===== config.mk =====
export PLATFORM = sky130hd
export DESIGN_NAME = cache_line_fill
export DESIGN_NICKNAME = d
export VERILOG_FILES = /design/src/rtl/cache_line_fill.sv
export SDC_FILE = /design/constraint.sdc
export NUM_CORES = 1
export LEC_CHECK = 0
export ABC_AREA = 1
export CORE_MARGIN = 4
export CORE_UTILIZATION = 54
export CTS_BUF_LIST = sky130_fd_sc_hd__clkbuf_8
export DETAILED_ROUTE_END_ITERATION = 8
export GPL_TIMING_DRIVEN = 0
export PLACE_DENSITY = 0.95
export SETUP_SLACK_MARGIN = 0.1
export SLEW_MARGIN = 25
export SYNTH_ARGS = -nofsm -noshare
export SYNTH_HDL_FRONTEND = slang
export SYNTH_SLANG_ARGS = --single-unit

===== constraint.sdc =====
create_clock -name clk -period 22.7 [get_ports clk]
set_input_delay 6.81 -clock clk [delete_from_list [all_inputs] [get_ports clk]]
set_output_delay 6.81 -clock clk [all_outputs]
set_load 0.02 [all_outputs]

===== src/rtl/cache_line_fill.sv =====
// cache_line_fill: miss-handling engine placed in front of the cache line data memory.
// A miss request is accepted from IDLE. A dirty victim is first written back as four
// words (WB). The missing line is then read as four words and assembled (FILL). The
// line is written to the data memory in a single cycle, with a done pulse (WRITE).
//
// Optional build macro: CRITICAL_WORD_FIRST_EN
//   When defined, FILL starts at req_addr[3:2] and wraps modulo 4. The crit_valid and
//   crit_data outputs then report the first word returned.
//   When undefined, FILL order is 0,1,2,3 and the crit_* ports do not exist.
//
// Ports:
//   clk, rst              clock (rising edge), asynchronous active-high reset
//   req_valid/req_ready   miss request handshake; ready only while IDLE
//   req_addr              miss byte address: tag | index | word | byte
//   req_dirty             victim must be written back first
//   req_wb_tag            victim tag
//   req_wb_line           victim line data
//   mem_addr              word-aligned main memory address
//   mem_rd/mem_wr         main memory read/write request, held until mem_ack
//   mem_wdata             main memory write data
//   mem_rdata/mem_ack     main memory read data and its one-cycle completion pulse
//   line_w_addr/_data/_en data memory line write port
//   done                  one-cycle completion pulse, coincident with line_w_en
//   crit_valid/crit_data  (CRITICAL_WORD_FIRST_EN only) first returned fill word
module cache_line_fill #(
    parameter int unsigned INDEX_WIDTH = 8,
    parameter int unsigned LINE_WIDTH  = 128,
    parameter int unsigned WORD_WIDTH  = 32,
    parameter int unsigned ADDR_WIDTH  = 32
) (
    input  logic                              clk,
    input  logic                              rst,
    input  logic                              req_valid,
    output logic                              req_ready,
    input  logic [ADDR_WIDTH-1:0]             req_addr,
    input  logic                              req_dirty,
    input  logic [ADDR_WIDTH-INDEX_WIDTH-5:0] req_wb_tag,
    input  logic [LINE_WIDTH-1:0]             req_wb_line,
    output logic [ADDR_WIDTH-1:0]             mem_addr,
    output logic                              mem_rd,
    output logic                              mem_wr,
    output logic [WORD_WIDTH-1:0]             mem_wdata,
    input  logic [WORD_WIDTH-1:0]             mem_rdata,
    input  logic                              mem_ack,
    output logic [INDEX_WIDTH-1:0]            line_w_addr,
    output logic [LINE_WIDTH-1:0]             line_w_data,
    output logic                              line_w_en,
    output logic                              done
`ifdef CRITICAL_WORD_FIRST_EN
    ,
    output logic                              crit_valid,
    output logic [WORD_WIDTH-1:0]             crit_data
`endif
);

    localparam int unsigned TAG_WIDTH = ADDR_WIDTH - INDEX_WIDTH - 4;
    localparam int unsigned LSB_W     = $clog2(LINE_WIDTH);

    localparam logic [1:0] S_IDLE  = 2'd0;
    localparam logic [1:0] S_WB    = 2'd1;
    localparam logic [1:0] S_FILL  = 2'd2;
    localparam logic [1:0] S_WRITE = 2'd3;

    // State and latched request
    logic [1:0]             state_q,   state_d;
    logic [1:0]             cnt_q,     cnt_d;
    logic [TAG_WIDTH-1:0]   tag_q,     tag_d;
    logic [INDEX_WIDTH-1:0]            idx_d;
    logic [TAG_WIDTH-1:0]   wb_tag_q,  wb_tag_d;
    logic [LINE_WIDTH-1:0]  wb_line_q, wb_line_d;
    logic [LINE_WIDTH-1:0]             line_d;

    // Next values of the registered outputs
    logic                   req_ready_d;
    logic                   mem_rd_d;
    logic                   mem_wr_d;
    logic [ADDR_WIDTH-1:0]  mem_addr_d;
    logic [WORD_WIDTH-1:0]  mem_wdata_d;
    logic                   line_w_en_d;
    logic                   done_d;

    // Word slot currently being filled, and the slot the next request will target
    logic [1:0]             word_q;
    logic [1:0]             word_d;
    logic [LSB_W-1:0]       rd_lsb;
    logic [LSB_W-1:0]       wr_lsb;
    logic                   accept;

    // Byte offset bits are never needed; word bits are only used for critical-word-first
    logic                   unused_addr_bits;
    assign unused_addr_bits = ^req_addr[3:0];

`ifdef CRITICAL_WORD_FIRST_EN
    logic [1:0]             w0_q, w0_d;
    assign word_q = w0_q + cnt_q;
`else
    assign word_q = cnt_q;
`endif

    assign accept = req_valid && req_ready;
    assign rd_lsb = LSB_W'(word_q) * LSB_W'(WORD_WIDTH);

    // Next-state, datapath and registered-output decode
    always_comb begin
        state_d     = state_q;
        cnt_d       = cnt_q;
        tag_d       = tag_q;
        idx_d       = line_w_addr;
        wb_tag_d    = wb_tag_q;
        wb_line_d   = wb_line_q;
        line_d      = line_w_data;
`ifdef CRITICAL_WORD_FIRST_EN
        w0_d        = w0_q;
`endif
        req_ready_d = 1'b0;
        mem_rd_d    = 1'b0;
        mem_wr_d    = 1'b0;
        mem_addr_d  = '0;
        mem_wdata_d = '0;
        line_w_en_d = 1'b0;
        done_d      = 1'b0;
        word_d      = 2'd0;
        wr_lsb      = '0;

        case (state_q)
            S_IDLE: begin
                if (accept) begin
                    tag_d     = req_addr[ADDR_WIDTH-1 -: TAG_WIDTH];
                    idx_d     = req_addr[INDEX_WIDTH+3:4];
                    wb_tag_d  = req_wb_tag;
                    wb_line_d = req_wb_line;
`ifdef CRITICAL_WORD_FIRST_EN
                    w0_d      = req_addr[3:2];
`endif
                    cnt_d     = 2'd0;
                    state_d   = req_dirty ? S_WB : S_FILL;
                end
            end
            S_WB: begin
                if (mem_ack) begin
                    cnt_d = cnt_q + 2'd1;
                    if (cnt_q == 2'd3) begin
                        state_d = S_FILL;
                    end
                end
            end
            S_FILL: begin
                if (mem_ack) begin
                    line_d[rd_lsb +: WORD_WIDTH] = mem_rdata;
                    cnt_d = cnt_q + 2'd1;
                    if (cnt_q == 2'd3) begin
                        state_d = S_WRITE;
                    end
                end
            end
            S_WRITE: begin
                state_d = S_IDLE;
            end
            default: begin
                state_d = S_IDLE;
            end
        endcase

        // Outputs are registered from the next state so they line up with it
`ifdef CRITICAL_WORD_FIRST_EN
        word_d = w0_d + cnt_d;
`else
        word_d = cnt_d;
`endif
        wr_lsb      = LSB_W'(cnt_d) * LSB_W'(WORD_WIDTH);
        req_ready_d = (state_d == S_IDLE);
        mem_wr_d    = (state_d == S_WB);
        mem_rd_d    = (state_d == S_FILL);
        line_w_en_d = (state_d == S_WRITE);
        done_d      = (state_d == S_WRITE);
        if (state_d == S_WB) begin
            mem_addr_d  = {wb_tag_d, idx_d, cnt_d, 2'b00};
            mem_wdata_d = wb_line_d[wr_lsb +: WORD_WIDTH];
        end else if (state_d == S_FILL) begin
            mem_addr_d  = {tag_d, idx_d, word_d, 2'b00};
        end
    end

    // State and output registers; reset drops all requests and abandons any write-back
    always_ff @(posedge clk or posedge rst) begin
        if (rst) begin
            state_q     <= S_IDLE;
            cnt_q       <= 2'd0;
            tag_q       <= '0;
            wb_tag_q    <= '0;
            wb_line_q   <= '0;
`ifdef CRITICAL_WORD_FIRST_EN
            w0_q        <= 2'd0;
`endif
            req_ready   <= 1'b1;
            mem_rd      <= 1'b0;
            mem_wr      <= 1'b0;
            mem_addr    <= '0;
            mem_wdata   <= '0;
            line_w_addr <= '0;
            line_w_data <= '0;
            line_w_en   <= 1'b0;
            done        <= 1'b0;
        end else begin
            state_q     <= state_d;
            cnt_q       <= cnt_d;
            tag_q       <= tag_d;
            wb_tag_q    <= wb_tag_d;
            wb_line_q   <= wb_line_d;
`ifdef CRITICAL_WORD_FIRST_EN
            w0_q        <= w0_d;
`endif
            req_ready   <= req_ready_d;
            mem_rd      <= mem_rd_d;
            mem_wr      <= mem_wr_d;
            mem_addr    <= mem_addr_d;
            mem_wdata   <= mem_wdata_d;
            line_w_addr <= idx_d;
            line_w_data <= line_d;
            line_w_en   <= line_w_en_d;
            done        <= done_d;
        end
    end

`ifdef CRITICAL_WORD_FIRST_EN
    // First fill word is forwarded in the same cycle its ack arrives
    assign crit_valid = (state_q == S_FILL) && mem_ack && (cnt_q == 2'd0);
    assign crit_data  = crit_valid ? mem_rdata : '0;
`endif

endmodule


==> out/results.txt <==
CP bufs+invs: 1
Final WS setup: 14.06 ns
crit-path max cell delay: 0.68 ns
top post-synthesis cells by count: nand2_1, dfrtp_1, o21ai_0
H-tree depth: 2
top cell type's share of synthesized area: 59.75%
Clock Skews: 0.03535 ns
area leader, netlist: dfrtp_1
grt ovf: 0
GPL Wtd Cong: 0.9526
hold_ws: 0.4767 ns
Root Buffer: clkbuf_8
die area: 31710 µm²
M1 GR Usage: 41.27%
Hold Vio Cnt, Final: 0
initial core utilization: 54.57%
TritonRoute pass-1 iters: 6
DRC viols: 0
Detailed Route Iter0 Violations: 1845
crit-path cells: clkdlybuf4s50_1
pins over their slew limit: 0
most common cell in the netlist: nand2_1
GRT Max-Usage Layer: met2
worst slack, placed: 13.78 ns
Seq cells post-synth: 374
Top FF cell, synth: dfrtp_1
post-DP HPWL: 38850 µm
gr usage total: 33.10%
Routed Antenna Nets: 0
CTS resizes: 0
maximum clock path buffer count: 3
wirelength, routed: 53930 µm
Cells after Synth: 1816
Worst EP arrival: 1.83 ns
PortBufs: 415
final setup TNS: 0 ns
Slew @ Worst Pin: 0.7618 ns
xor and xnor area share after synthesis: 0%
Cells after DPL: 2620
vias in the first global route: 15750
DIE WIDTH: 178.1 µm
initial antenna violation count: 8
I/O pins: 422
Vias: 15450
Adder-Cell Fraction of Synth Area: 0.8811%
maxcap violations: 0
Setup CP Type: flip-flop to output pin
Pwr Density: 143.3 nW/µm²
post-route minimum period: 8.644 ns
routed length per instance: 19.75 µm
setup bufs post-CTS: 0
critical path's slowest cell: clkdlybuf4s50_1
Skew-Pair Late Insertion Delay: 0.61 ns
Reg-to-Reg Start: cnt_q[0]
Area Overhead vs Synth: 37.94%
power consumption: 3087 µW
synth unique cells: 29
CP startpoint kind: flip-flop
TritonCTS clock tree: done
CTS buffer count: 58
crit end category: output pin
post-synthesis compound-gate area fraction: 6.304%
yosys warns: 0
non-filler cells, final: 2731
post-synthesis cell area: 15620 µm²
endpoints failing setup: 0
M3 GR Usage: 6.613%
CORE AREA: 28630 µm²
CTS Sinks: 374
worst-path maximum fanout: 4
Worst slew margin: 49.03%
RSZ-0062 raised after global routing: false
share of layout cells above drive strength 1: 7.495%
Crit path max-delay family: buffers and inverters
first-pass GRT wire length: 82830 µm
VDD IR max: 0.06891 mV
largest family of logic cells by synthesized area: simple AND/OR/NAND/NOR gates
Tightest Hold Check Type: flip-flop to flip-flop
FP Rows: 62
cts hold-fix bufs: 0
Tcrit/Tclk final: 38.08%
mux cell area share after synthesis: 0%
largest net degree at the start of global routing: 100
Reg clk slew, reported paths: 0.06 ns
mean post-synth cell area: 8.602 µm²
vias per inst: 5.658
simple-gate share of the synthesized area: 27.41%
synth top area cells: dfrtp_1, nand2_1, o21ai_0
Final #Nets: 2524
leakage power: 0.01079 µW
minimum setup slack among reg-to-reg paths: 20.12 ns
Fmax achieved: 0.1157 GHz
FFs w/ async S/R, synth: 100.0%
HP Start: wb_line_q[47]
critical path launch point: req_ready
met2 Use GR: 53.30%
sequential area share after synthesis: 59.92%
status: completed
Post-synth EDFFs: 0
Die Height: 178.1 µm
worst path required time: 15.89 ns
sequential cells by signal (all words and copies together), names as in the netlist:
| signal | flops |
|---|---|
| mem_rd | 1 |
| mem_wdata | 32 |
| line_w_addr | 8 |
| state_q | 2 |
| cnt_q | 2 |
| mem_wr | 1 |
| req_ready | 1 |
| wb_tag_q | 20 |
| wb_line_q | 128 |
| done | 1 |
| tag_q | 20 |
| mem_addr | 30 |
| line_w_data | 128 |
cell families (layout without fill, tap and decap cells):
group | after synthesis | count (layout)
AND/OR/NAND/NOR | 1061 | 1061
flip-flops | 374 | 374
buffers and inverters | 194 | 712
AO/OA/AOI/OAI | 175 | 175
adder cells (fa/ha/maj) | 11 | 11
other | 1 | 14
path summary, 6_finish.rpt:
check / endpoint / depth (start not counted)
setup / recovery: req_ready / 1
hold / removal: wb_line_q[47] / 2
setup reg to reg: mem_wdata[18] / 11
hold reg to reg: wb_line_q[47] / 2
max in group asynchronous: mem_wdata[5] / 4
min in group asynchronous: mem_addr[24] / 2
where the power goes:
part | switching, µW | internal [µW] | total (µW) | leakage [µW]
combinational | 957 | 520 | 1480 | 0.00528
clock | 263 | 291 | 554 | 0.000635
sequential | 123 | 933 | 1060 | 0.00487
total | 1340 | 1740 | 3090 | 0.0108
cells in the final DEF (no fill, tap or decap), drive strengths merged:
master	n
clkdlybuf4s50	415
nand2	834
a21o	1
o21ai	128
nand4	28
or2	23
a32o	1
o41ai	26
ha	11
dfrtp	373
inv	89
diode	12
clkbuf	127
buf	66
dfstp	1
nor2	67
conb	2
clkinv	12
a21oi	19
nand3	109
clkinvlp	3
area by class of cell:
class | count | area (µm²)
clock buffer | 74 | 1018
fill | 1857 | 7077
clock inverter | 25 | 122.6
sequential | 374 | 9360
tap | 384 | 480.5
multi-input combinational | 1249 | 5411
antenna | 12 | 30.03
buffer | 115 | 556.8
timing repair buffer | 419 | 4264
inverter | 79 | 304.0
stage by stage:
step | area (µm²) | util (%)
2_1_floorplan | 15630 | -
3_3_place_gp | 20260 | 70.78
3_5_place_dp | 20380 | 71.19
4_1_cts | 21520 | 75.17
5_1_grt | 21540 | 75.24
6_report | 21550 | 75.28
per-layer routing:
metal / vias to the layer above / share of wire (%)
met2: 1150 / 47
met4: 0 / 6.9
met5: - / 0
li1: 6712 / -
met3: 276 / 9.6
met1: 7314 / 36
(Power assumes the default switching activity.)
